[src/rtl/axis_tbcall_queue_if.sv]
// Host-side call handshake: the queue presents its head call, the host acknowledges it.
interface axis_tbcall_queue_if #(
   parameter int IDW  = 2,
   parameter int ARGW = 32
);
   logic            valid;
   logic [IDW-1:0]  id;
   logic [ARGW-1:0] arg;
   logic            ack;

   modport master (output valid, id, arg, input ack);
   modport slave  (input valid, id, arg, output ack);
endinterface

[src/rtl/axis_tbcall_queue.sv]
// Task-call sequencer: captures call edges per source, queues them in order and holds the
// emulated design stopped while any call is pending or being served by the host.
module axis_tbcall_queue #(
   parameter int NCALL   = 4,
   parameter int ARGW    = 32,
   parameter int DEPTH   = 8,
   parameter int HOLDOFF = 2,
   localparam int IDW    = (NCALL > 1) ? $clog2(NCALL) : 1,
   localparam int PW     = $clog2(DEPTH),
   localparam int CW     = $clog2(HOLDOFF + 2)
) (
   input  logic                  clk,
   input  logic                  rst,
   input  logic [NCALL-1:0]      call_s,
   input  logic [NCALL*ARGW-1:0] call_arg,
   output logic                  stop_req,
   axis_tbcall_queue_if.master   host,
   output logic [PW:0]           pending,
   output logic [NCALL-1:0]      overflow
);

   typedef enum logic [1:0] {IDLE, ISSUE, HOLD} state_t;

   state_t            state;
   logic [CW-1:0]     cnt;
   logic [NCALL-1:0]  prev, pend, edg, grant, pend_nx;
   logic [ARGW-1:0]   parg [NCALL];
   logic [IDW-1:0]    mem_id  [DEPTH];
   logic [ARGW-1:0]   mem_arg [DEPTH];
   logic [PW-1:0]     rd_ptr, wr_ptr;
   logic [PW:0]       count, count_nx;
   logic              empty, full, pop, push, busy_nx;
   logic [IDW-1:0]    gid;

   always_comb begin
      edg        = call_s & ~prev;
      empty      = (count == '0);
      full       = (count == (PW+1)'(DEPTH));
      host.valid = (state == ISSUE) && !empty;
      host.id    = mem_id[rd_ptr];
      host.arg   = mem_arg[rd_ptr];
      pop        = host.valid & host.ack;
      // A full queue still accepts a push when the head retires in the same cycle.
      push       = (|pend) && (!full || pop);
      gid        = '0;
      for (int i = NCALL-1; i >= 0; i--)
         if (pend[i]) gid = IDW'(i);
      grant      = push ? (pend & (~pend + NCALL'(1))) : '0;
      pend_nx    = (pend & ~grant) | edg;
      count_nx   = count + (PW+1)'(push) - (PW+1)'(pop);
      busy_nx    = (|pend_nx) || (count_nx != '0);
      pending    = count;
   end

   always_ff @(posedge clk) begin
      if (rst) begin
         prev     <= '1;
         pend     <= '0;
         overflow <= '0;
         rd_ptr   <= '0;
         wr_ptr   <= '0;
         count    <= '0;
         state    <= IDLE;
         cnt      <= '0;
         stop_req <= 1'b0;
         for (int i = 0; i < NCALL; i++) parg[i] <= '0;
         for (int d = 0; d < DEPTH; d++) begin
            mem_id[d]  <= '0;
            mem_arg[d] <= '0;
         end
      end else begin
         prev     <= call_s;
         pend     <= pend_nx;
         overflow <= overflow | (edg & pend & ~grant);
         for (int i = 0; i < NCALL; i++)
            if (edg[i] && (!pend[i] || grant[i])) parg[i] <= call_arg[i*ARGW +: ARGW];
         if (push) begin
            mem_id[wr_ptr]  <= gid;
            mem_arg[wr_ptr] <= parg[gid];
            wr_ptr          <= wr_ptr + 1'b1;
         end
         if (pop) rd_ptr <= rd_ptr + 1'b1;
         count <= count_nx;

         // Decisions look at next-cycle occupancy so the holdoff starts as the last call retires.
         case (state)
            IDLE: if (busy_nx) begin
               state    <= ISSUE;
               stop_req <= 1'b1;
            end
            ISSUE: if (!busy_nx) begin
               if (HOLDOFF == 0) begin
                  state    <= IDLE;
                  stop_req <= 1'b0;
               end else begin
                  state <= HOLD;
                  cnt   <= CW'(HOLDOFF);
               end
            end
            HOLD: begin
               if (busy_nx) state <= ISSUE;
               else if (cnt == CW'(1)) begin
                  state    <= IDLE;
                  stop_req <= 1'b0;
               end else cnt <= cnt - 1'b1;
            end
            default: begin
               state    <= IDLE;
               stop_req <= 1'b0;
            end
         endcase
      end
   end

endmodule

[src/flat_wrapper.sv]
// flat-port wrapper written by rule: the top's interface ports become plain ports
module axis_tbcall_queue_flat 
#(
   parameter int NCALL   = 4,
   parameter int ARGW    = 32,
   parameter int DEPTH   = 8,
   parameter int HOLDOFF = 2,
   localparam int IDW    = (NCALL > 1) ? $clog2(NCALL) : 1,
   localparam int PW     = $clog2(DEPTH),
   localparam int CW     = $clog2(HOLDOFF + 2)
)
  (clk, rst, call_s, call_arg, stop_req, pending, overflow, host_valid, host_id, host_arg, host_ack);
  axis_tbcall_queue_if #(.IDW(2), .ARGW(ARGW)) host_i ();
  input  logic clk;
  input  logic rst;
  input  logic [NCALL-1:0] call_s;
  input  logic [NCALL*ARGW-1:0] call_arg;
  output logic stop_req;
  output logic [PW:0] pending;
  output logic [NCALL-1:0] overflow;
  output wire logic [$bits(host_i.valid)-1:0] host_valid;
  output wire logic [$bits(host_i.id)-1:0] host_id;
  output wire logic [$bits(host_i.arg)-1:0] host_arg;
  input wire logic [$bits(host_i.ack)-1:0] host_ack;
  assign host_valid = host_i.valid;
  assign host_id = host_i.id;
  assign host_arg = host_i.arg;
  assign host_i.ack = host_ack;
  axis_tbcall_queue #(.NCALL(NCALL), .ARGW(ARGW), .DEPTH(DEPTH), .HOLDOFF(HOLDOFF)) u_core (.clk(clk), .rst(rst), .call_s(call_s), .call_arg(call_arg), .stop_req(stop_req), .host(host_i), .pending(pending), .overflow(overflow));
endmodule
[config.mk]
export PLATFORM = sky130hd
export DESIGN_NAME = axis_tbcall_queue_flat
export DESIGN_NICKNAME = d
export VERILOG_FILES = /design/src/rtl/axis_tbcall_queue_if.sv /design/src/rtl/axis_tbcall_queue.sv /design/src/flat_wrapper.sv
export SDC_FILE = /design/constraint.sdc
export NUM_CORES = 1
export LEC_CHECK = 0
export BUFFER_PORTS_ARGS = -buffer_cell sky130_fd_sc_hd__buf_2
export CAP_MARGIN = 20
export CORE_MARGIN = 10
export CORE_UTILIZATION = 37
export CTS_BUF_LIST = sky130_fd_sc_hd__clkbuf_16
export DETAILED_ROUTE_END_ITERATION = 8
export SYNTH_ARGS = -nofsm -noshare
export SYNTH_HDL_FRONTEND = slang
export SYNTH_SLANG_ARGS = --single-unit
[constraint.sdc]
create_clock -name clk -period 3.8 [get_ports clk]
set_input_delay 0.76 -clock clk [delete_from_list [all_inputs] [get_ports clk]]
set_output_delay 0.76 -clock clk [all_outputs]
set_load 0.02 [all_outputs]
==> reports/metrics.csv <==
metric,value,unit
rrSetupSlack,0.46,ns
switchingPower,3030,uW
rsz0062_at_grt,false,
cts_sinks,430,
p_leak,0.008317,uW
dieHeight,245.3,um
arrival,2.58,ns
gp_congestion,0.7665,
io_buffers,178,
antenna_found_initial,0,
postLayoutCellArea,0.02190,mm2
clock_latency,0.56,ns
initial_utilization,37.43,%
finalSetupTns,0,ns
htree_num_levels,2,
setup_violations,0,
relSlewSlack,45.84,%
worst_setup_path_end_kind,output pin,
power_frac_seq,47.7,%
final.fill_count,4481,
ys_seq_area_share,67.16,%
avgSynthCellArea,14.99,um2
fin_ws,0.4585,ns
ys.flop_type,edfxtp_1,
layout-drive-gt1-share,29.40,%
min_period_over_period,87.93,%
finalMaxSlewViolations,0,
peakVddDrop,346.3,uV
synth_edf_count,400,
dp.cells,2066,
pre_cts_slack,0.2981,ns
wirelength,46030,um
switching_share,25.85,%
hpwl,28800,um
worstMarginPinSlew,0.8103,ns
syn_area,0.01878,mm2
num_io_pins,179,
power_density,535.1,mW/mm2
timing.fmax,0.2993,GHz
grt_pass1_vias,11460,
startpoint_type,flip-flop,
skew,0.02112,ns
ys_types,54,
cp.required,3.04,ns
status,finished clean,
drc,0,
layout.cells.non_filler,2145,
cts_buffers,43,
vias_per_cell,4.972,
hold_buffers,0,
synth_warnings,0,
grt_usage,15.17,%
path_max_fanout,16,
wl_per_cell,21.46,um
synth_nets,1398,
busiest_layer,met2,
hold_viol_final,0,
postRouteAntennaNets,0,
drv_cap,0,
netlist_instances,1253,
intPower,8689,uW
dr.pass1.iters,5,
grt_pass1_wl,69970,um
ff2ff_path_depth,14,
power.share.clock,35.3,%
clk_transition_reported_paths,0.06,ns
hold_path.class,in2reg,
fp.coreArea,0.05017,mm2
die-area,0.06016,mm2
grt_use_met1,20.36,%
via_count,10670,
clock-root-buffer,clkbuf_16,
async_reset_ff_share,0,%
rr_endpoint,u_core.stop_req$_SDFFE_PP0P_,
cts_tree,yes,
period_needed,3.341,ns
reg2reg_from,u_core.pending[1]$_SDFF_PP0_,
synth_seq_cells,430,
area_growth,16.62,%
grt_max_degree,35,
pwr-share-comb,17.1,%
drtIter0Drc,750,
final_nets,1584,
critPathKind,reg2out,
grtUsageMet3,2.834,%
dpl_cell_area,0.02053,mm2
final_util,43.65,%
endpoint,host_arg[1],
overflow,0,
clk_path_buf_depth,3,
fp-row-count,82,
fp.dieW,245.3,um
use_met2,25.00,%
antenna_cells,0,
flip-flops by register name, indices dropped and copies added (netlist names), named ones only:
| name | cells |
|---|---|
| u_core.pend | 4 |
| u_core.wr_ptr | 3 |
| u_core.prev | 4 |
| u_core.stop_req | 1 |
| u_core.mem_id | 16 |
| u_core.mem_arg | 256 |
| u_core.pending | 4 |
| u_core.state | 2 |
| u_core.cnt | 2 |
| u_core.parg | 128 |
| u_core.rd_ptr | 3 |
| u_core.overflow | 4 |
layer usage:
layer,part of all wire [%],routed length [um]
met1,45,20750
met2,48,22080
met3,5.2,2381
met4,1.8,821
met5,0,0
worst max-delay path, cell delays in order, from the launching register on:
cell and delay (ns):
dfxtp_4 0.56, buf_4 0.40, mux4_2 0.56, mux2_2 0.33, buf_2 0.18
area by class of cell:
class	instances	area, um2	area share (%)
flip-flops and latches	430	12620	57.61
multi-input cells	734	5752	26.26
repair buffers	220	1281	5.850
clock buffers	44	1101	5.028
well taps	672	840.8	3.839
clock inverters	35	270.3	1.234
inverters	10	37.54	0.1714
metrics by stage:
stage / hold slack [ns] / power, uW
6_report: 0.4321 / 11720
5_1_grt: 0.4198 / 12210
4_1_cts: 0.4104 / 11840
3_5_place_dp: 0.4616 / 7731
3_3_place_gp: 0.4493 / 7705
2_1_floorplan: 0.4541 / 7034
Yosys cell counts (7+ instances only):
cell type | n | area (um2)
a21oi_1 | 10 | 50.05
inv_1 | 10 | 37.54
nand2b_1 | 15 | 93.84
and2_1 | 128 | 800.8
mux2i_1 | 65 | 650.6
edfxtp_1 | 400 | 12010
buf_6 | 7 | 78.83
clkbuf_1 | 29 | 108.9
nor2b_1 | 7 | 43.79
buf_2 | 32 | 160.2
mux2_2 | 66 | 743.2
dfxtp_1 | 30 | 600.6
mux4_2 | 68 | 1531
ha_1 | 9 | 112.6
nor2_1 | 292 | 1096
power by group through the flow:
stage	logic (uW)	clock network (uW)	registers (uW)
after floorplan	1400	0	5630
after global placement	2030	0	5680
after detailed placement	2040	0	5690
after CTS	2050	4200	5590
after global routing	2180	4410	5620
final	2000	4130	5590
cell families after synthesis:
logic type / Yosys count / share of synthesized area [%]
AOI/OAI and AO/OA: 36 / 1.393
xor gates and xnor gates: 5 / 0.2332
adders and majority gates: 12 / 0.8129
buffers and inverters: 89 / 2.412
DFF: 430 / 67.16
muxes: 199 / 15.58
and+or+nand+nor: 482 / 12.41
worst min-delay path by stage:
stage / from / slack, ns / cells after the start / end
2_1_floorplan: u_core.rd_ptr[1]$_SDFFE_PP0P_ / 0.45 / 2 / flip-flop
3_3_place_gp: u_core.overflow[3]$_SDFF_PP0_ / 0.45 / 2 / u_core.overflow[3]$_SDFF_PP0_
3_5_place_dp: u_core.overflow[3]$_SDFF_PP0_ / 0.46 / 2 / u_core.overflow[3]$_SDFF_PP0_
4_1_cts: call_s[2] / 0.41 / 2 / u_core.prev[2]$_SDFF_PP1_
5_1_grt: call_s[2] / 0.42 / 2 / u_core.prev[2]$_SDFF_PP1_
6_report: call_s[2] / 0.43 / 2 / u_core.prev[2]$_SDFF_PP1_
cells in the final DEF, fill, tap and decap left out, types with 5 or more instances in the layout:
| master | count |
|---|---|
| mux4_2 | 68 |
| dfxtp_1 | 28 |
| nand4_1 | 5 |
| clkinv_2 | 6 |
| ha_1 | 9 |
| nand2b_1 | 15 |
| buf_4 | 36 |
| nor2_1 | 291 |
| mux2_2 | 66 |
| clkbuf_16 | 44 |
| a21oi_1 | 10 |
| nand2_1 | 6 |
| and2_1 | 128 |
| buf_12 | 6 |
| buf_2 | 178 |
| edfxtp_1 | 400 |
| nor2b_1 | 7 |
| mux2i_1 | 65 |
| clkinv_1 | 9 |
| inv_1 | 22 |
repair_timing:
item                                    in CTS  in global routing
gates resized for setup                      0                  1
buffers inserted                             0                  0
endpoints found under the setup margin       0                  1
Power figures use the tool's default switching activity.
